<file path="src/rtl/cdb_arbiter.sv">
// ----------------------------------------------------------------------------
// cdb_arbiter
//
// Round-robin arbiter and broadcast register for the common data bus of the
// Tomasulo core. Functional units (four ALU reservation stations plus the
// load/store unit) raise a request when they hold a completed result. At most
// one of them is granted per cycle. The granted tag/data are captured and
// broadcast to all CDB consumers during the following cycle.
//
// Ports:
//   clk          in   clock, all state updates on the rising edge
//   rst          in   synchronous active-high reset
//   i_req        in   [NUM_REQ]        bit i: requester i holds a valid result
//   i_req_tag    in   [NUM_REQ*TAG_W]  requester i tag at [i*TAG_W +: TAG_W]
//   i_req_data   in   [NUM_REQ*DATA_W] requester i data at [i*DATA_W +: DATA_W]
//   i_flush      in   branch mispredict, suppresses arbitration this cycle
//   o_grant      out  [NUM_REQ]  one-hot or zero grant, same cycle as request
//   o_cdb_valid  out  registered broadcast valid
//   o_cdb_tag    out  [TAG_W]    registered broadcast ROB tag
//   o_cdb_data   out  [DATA_W]   registered broadcast data
// ----------------------------------------------------------------------------
module cdb_arbiter #(
   parameter int NUM_REQ = 5,
   parameter int TAG_W   = 3,
   parameter int DATA_W  = 32
) (
   input  logic                       clk,
   input  logic                       rst,
   input  logic [NUM_REQ-1:0]         i_req,
   input  logic [NUM_REQ*TAG_W-1:0]   i_req_tag,
   input  logic [NUM_REQ*DATA_W-1:0]  i_req_data,
   input  logic                       i_flush,
   output logic [NUM_REQ-1:0]         o_grant,
   output logic                       o_cdb_valid,
   output logic [TAG_W-1:0]           o_cdb_tag,
   output logic [DATA_W-1:0]          o_cdb_data
);

   // Pointer width; kept at least one bit so a degenerate single-requester
   // configuration still elaborates.
   localparam int PTR_W = (NUM_REQ > 1) ? $clog2(NUM_REQ) : 1;

   localparam logic [PTR_W-1:0] PTR_LAST = PTR_W'(NUM_REQ - 1);
   localparam logic [PTR_W:0]   SUM_WRAP = (PTR_W + 1)'(NUM_REQ);

   // Registered state
   logic [PTR_W-1:0]  r_ptr;
   logic              r_cdb_valid;
   logic [TAG_W-1:0]  r_cdb_tag;
   logic [DATA_W-1:0] r_cdb_data;

   // Combinational arbitration results
   logic              w_found;
   logic [PTR_W-1:0]  w_win;
   logic              w_grant_en;
   logic [NUM_REQ-1:0] w_grant;
   logic [TAG_W-1:0]  w_win_tag;
   logic [DATA_W-1:0] w_win_data;
   logic [PTR_W-1:0]  w_ptr_next;

   // Round-robin scan: first requester at or after the pointer, wrapping.
   always_comb begin
      logic [PTR_W:0]   v_sum;
      logic [PTR_W-1:0] v_idx;
      w_found = 1'b0;
      w_win   = '0;
      v_sum   = '0;
      v_idx   = '0;
      for (int k = 0; k < NUM_REQ; k++) begin
         // ptr + k, folded back into 0..NUM_REQ-1 with one conditional subtract
         // since both operands are already below NUM_REQ.
         v_sum = {1'b0, r_ptr} + (PTR_W + 1)'(k);
         if (v_sum >= SUM_WRAP) begin
            v_sum = v_sum - SUM_WRAP;
         end else begin
            v_sum = v_sum;
         end
         v_idx = v_sum[PTR_W-1:0];
         if (!w_found && i_req[v_idx]) begin
            w_found = 1'b1;
            w_win   = v_idx;
         end else begin
            w_found = w_found;
         end
      end
   end

   // Grant qualification: reset and flush both kill the grant outright.
   always_comb begin
      w_grant_en = w_found && !i_flush && !rst;
      w_grant    = '0;
      if (w_grant_en) begin
         w_grant[w_win] = 1'b1;
      end else begin
         w_grant = '0;
      end
   end

   // Winner payload select, written as a mux over constant slices.
   always_comb begin
      w_win_tag  = '0;
      w_win_data = '0;
      for (int i = 0; i < NUM_REQ; i++) begin
         if (w_win == PTR_W'(i)) begin
            w_win_tag  = i_req_tag[i*TAG_W +: TAG_W];
            w_win_data = i_req_data[i*DATA_W +: DATA_W];
         end else begin
            w_win_tag  = w_win_tag;
            w_win_data = w_win_data;
         end
      end
   end

   // Next pointer: one past the winner on a grant, otherwise unchanged.
   always_comb begin
      w_ptr_next = r_ptr;
      if (w_grant_en) begin
         if (w_win == PTR_LAST) begin
            w_ptr_next = '0;
         end else begin
            w_ptr_next = w_win + PTR_W'(1);
         end
      end else begin
         w_ptr_next = r_ptr;
      end
   end

   // Pointer and broadcast register update.
   always_ff @(posedge clk) begin
      if (rst) begin
         r_ptr       <= '0;
         r_cdb_valid <= 1'b0;
         r_cdb_tag   <= '0;
         r_cdb_data  <= '0;
      end else begin
         r_ptr       <= w_ptr_next;
         r_cdb_valid <= w_grant_en;
         // Tag/data hold when idle; consumers only look at them with valid.
         if (w_grant_en) begin
            r_cdb_tag  <= w_win_tag;
            r_cdb_data <= w_win_data;
         end else begin
            r_cdb_tag  <= r_cdb_tag;
            r_cdb_data <= r_cdb_data;
         end
      end
   end

   assign o_grant     = w_grant;
   assign o_cdb_valid = r_cdb_valid;
   assign o_cdb_tag   = r_cdb_tag;
   assign o_cdb_data  = r_cdb_data;

endmodule

</file>
<file path="config.mk">
export PLATFORM = sky130hd
export DESIGN_NAME = cdb_arbiter
export DESIGN_NICKNAME = d
export VERILOG_FILES = /design/src/rtl/cdb_arbiter.sv
export SDC_FILE = /design/constraint.sdc
export NUM_CORES = 1
export LEC_CHECK = 0
export ABC_AREA = 1
export BUFFER_PORTS_ARGS = -buffer_cell sky130_fd_sc_hd__buf_2
export CAP_MARGIN = 15
export CORE_MARGIN = 5
export CORE_UTILIZATION = 51
export DETAILED_ROUTE_END_ITERATION = 12
export PLACE_DENSITY = 0.93
export SYNTH_ARGS = -nofsm -noshare
export SYNTH_HDL_FRONTEND = slang
export SYNTH_SLANG_ARGS = --single-unit
</file>
<file path="constraint.sdc">
create_clock -name clk -period 12.2 [get_ports clk]
set_input_delay 2.44 -clock clk [delete_from_list [all_inputs] [get_ports clk]]
set_output_delay 2.44 -clock clk [all_outputs]
set_load 0.02 [all_outputs]
</file>
==> summary.txt <==
Logic synthesis
  • Mean post-synth cell area: 5.46 sq um
  • EDFF count, synth: 0
  • Net Count, Synth: 1013
  • Synth Register Bits: 39
  • Commonest cells in the netlist: nand2_1, nand3_1, inv_1
  • Ys flop type: dfxtp_1
  • Cells after synthesis: 819
  • Register area share after synthesis: 0.175
  • Top cell type's share of synthesized area: 0.227
  • Count leader, synth: nand2_1
  • Asr flop ratio synth: 0
  • Dominant cells by area after synthesis: nand2_1, dfxtp_1, nand3_1
  • Netlist Area Pre-Place: 4470 sq um
  • Dominant cell type by area after synthesis: nand2_1
  • Netlist cell types: 36
  • YS warnings: 0

Setup path
  • Max FO, Critical Path: 62
  • Worst EP required: 9.76 ns
  • Reg-to-reg slack, setup: 6.13 ns
  • Critical path class: in -> out
  • Element type at the critical path start: primary input
  • FF-to-FF path depth: 26
  • Crit path capture type: output port
  • CP arrival: 5.43 ns

GRT
  • Antenna violations before repair: 2
  • Largest net degree at the start of global routing: 63
  • Total Routing Usage GR: 0.299
  • GRT overflow: 0
  • Vias in the first global route: 5352
  • First-pass GRT wire length: 26.9 mm

Floorplan
  • Ports: 224
  • Core ar.: 8640 sq um
  • Die Footprint: 10700 sq um
  • Site Rows: 34
  • Die W: 104 microns
  • Die height: 104 microns
  • Initial Utilization: 0.517

Timing
  • Count of final hold-check violations: 0
  • Fin crit period: 7.87 ns
  • RSZ-0062 raised after global routing: false
  • Max-slew violation count: 0
  • Final period utilization: 0.645
  • Worst Tran Pin Value: 1.22 ns
  • Setup violations, final: 0
  • Final TNS setup: 0 ns
  • Worst Clk Skew: 0.00627 ns
  • FMAX: 127 MHz
  • Slew HR: 0.184

Clocking
  • Clock slew at reported path FFs: 0.08 ns
  • H-tree Lvls: 2
  • CTS hold repair buffers: 0
  • # clock sinks: 39
  • Latest clock arrival within the worst-skew pair: 0.29 ns
  • CTS buffer count: 5
  • CTS resizes: 0
  • CTS Buffer Depth: 2
  • Post CTS Setup Buffer Count: 0
  • Cell chosen for the clock root: clkbuf_8
  • CTS tree: built

Worst hold path
  • Worst Hold Depth: 2
  • Min-delay worst type: reg -> reg

Drt
  • Routed Wire Length: 17.0 mm
  • Vias: 5888
  • DRT Pass-1 Iters: 5
  • Antenna Violating Nets Remaining: 0
  • Drt drc: 0
  • Wirelength per Cell: 15.3 microns
  • Via density: 5.30
  • DRC marker count from the first detailed-route iteration: 305

Placed design
  • Routability cong.: 0.943
  • IO buf count: 223
  • DP HPWL: 12.8 mm

Final layout
  • Share of cells above drive strength 1: 0.275
  • Final Util: 0.645
  • Area grow syn2layout: 24.6%
  • Post-layout net count: 1196

Status
  • Status: finished clean

Run
  • Max-cap violations: 0
==> metrics by stage <==
step           setup slack, ns  std cells  cell area [sq um]  hold WS (ns)
6_report                  4.33       1111               5570         0.464
5_1_grt                   4.02       1111               5570         0.489
4_1_cts                   4.37       1109               5540         0.464
3_5_place_dp              4.36       1102               5450         0.452
3_3_place_gp              4.41       1102               5450         0.449
2_1_floorplan             5.37        819               4470         0.540
==> flip-flops by register name (all words and copies together), names as in the netlist <==
name and count:
o_cdb_valid 1, o_cdb_data 32, o_cdb_tag 3, r_ptr 3
==> cell families (layout without fill, tap and decap cells) <==
group,after synthesis,after routing,synth area share
AO/OA/AOI/OAI,118,118,0.138
adder cells (fa/ha/maj),11,11,0.0325
AND/OR/NAND/NOR,471,471,0.477
XOR/XNOR,2,2,0.00560
flip-flops,39,39,0.175
buffers and inverters,178,361,0.172
other,0,1,0
==> worst max-delay path: stages <==
cell,delay (ns)
buf_2,0.09
inv_1,0.13
nand3_1,0.10
nand3_1,0.08
nand2_1,0.05
nand2_1,0.05
nand2_1,0.09
nand4_1,0.15
nor2_1,0.06
nor2_1,0.12
nand3_2,0.72
inv_2,0.52
nand2_4,0.43
nor2_1,0.19
buf_2,0.19
==> per-layer routing <==
layer,vias up,wire length [microns],GRT usage
li1,2959,-,-
met1,2535,6570,0.394
met2,352,8090,0.482
met3,40,1810,0.0703
met4,2,501,0.0928
met5,-,11,0
==> final timing paths <==
check	startpoint	to
hold reg to reg	o_cdb_data[25]$_SDFFE_PP0P_	o_cdb_data[25]$_SDFFE_PP0P_
hold / removal	o_cdb_data[25]$_SDFFE_PP0P_	o_cdb_data[25]$_SDFFE_PP0P_
setup reg to reg	r_ptr[0]$_SDFFE_PP0P_	o_cdb_data[2]$_SDFFE_PP0P_
setup / recovery	i_req[1]	o_grant[2]
==> layout make-up <==
| type | count | area (sq um) |
|---|---|---|
| clock inverters | 1 | 5.00 |
| well taps | 108 | 135 |
| inverters | 128 | 480 |
| clock buffers | 6 | 82.6 |
| repair buffers | 226 | 1160 |
| flip-flops and latches | 39 | 781 |
| diodes | 1 | 2.50 |
| multi-input cells | 602 | 2920 |
| fillers | 903 | 3070 |
==> layout by cell type, fill, tap and decap left out, types with 3 or more instances in the layout <==
cell type	Yosys	layout
a21oi_1	37	37
nand2_1	270	270
nor2_4	2	3
o21ai_0	49	49
nand4_1	10	10
ha_1	10	10
nor2_1	15	14
inv_1	118	118
clkbuf_8	0	6
inv_2	10	10
buf_2	19	223
o21ai_1	23	23
nand3_1	136	136
nand2_2	6	6
or2_2	9	9
nand3b_1	10	10
dfxtp_1	39	39
nand3_2	5	5
Power is left out: the tool's default activity adds up to more than one toggle a clock period on the data nets, which glitch-free logic cannot reach.
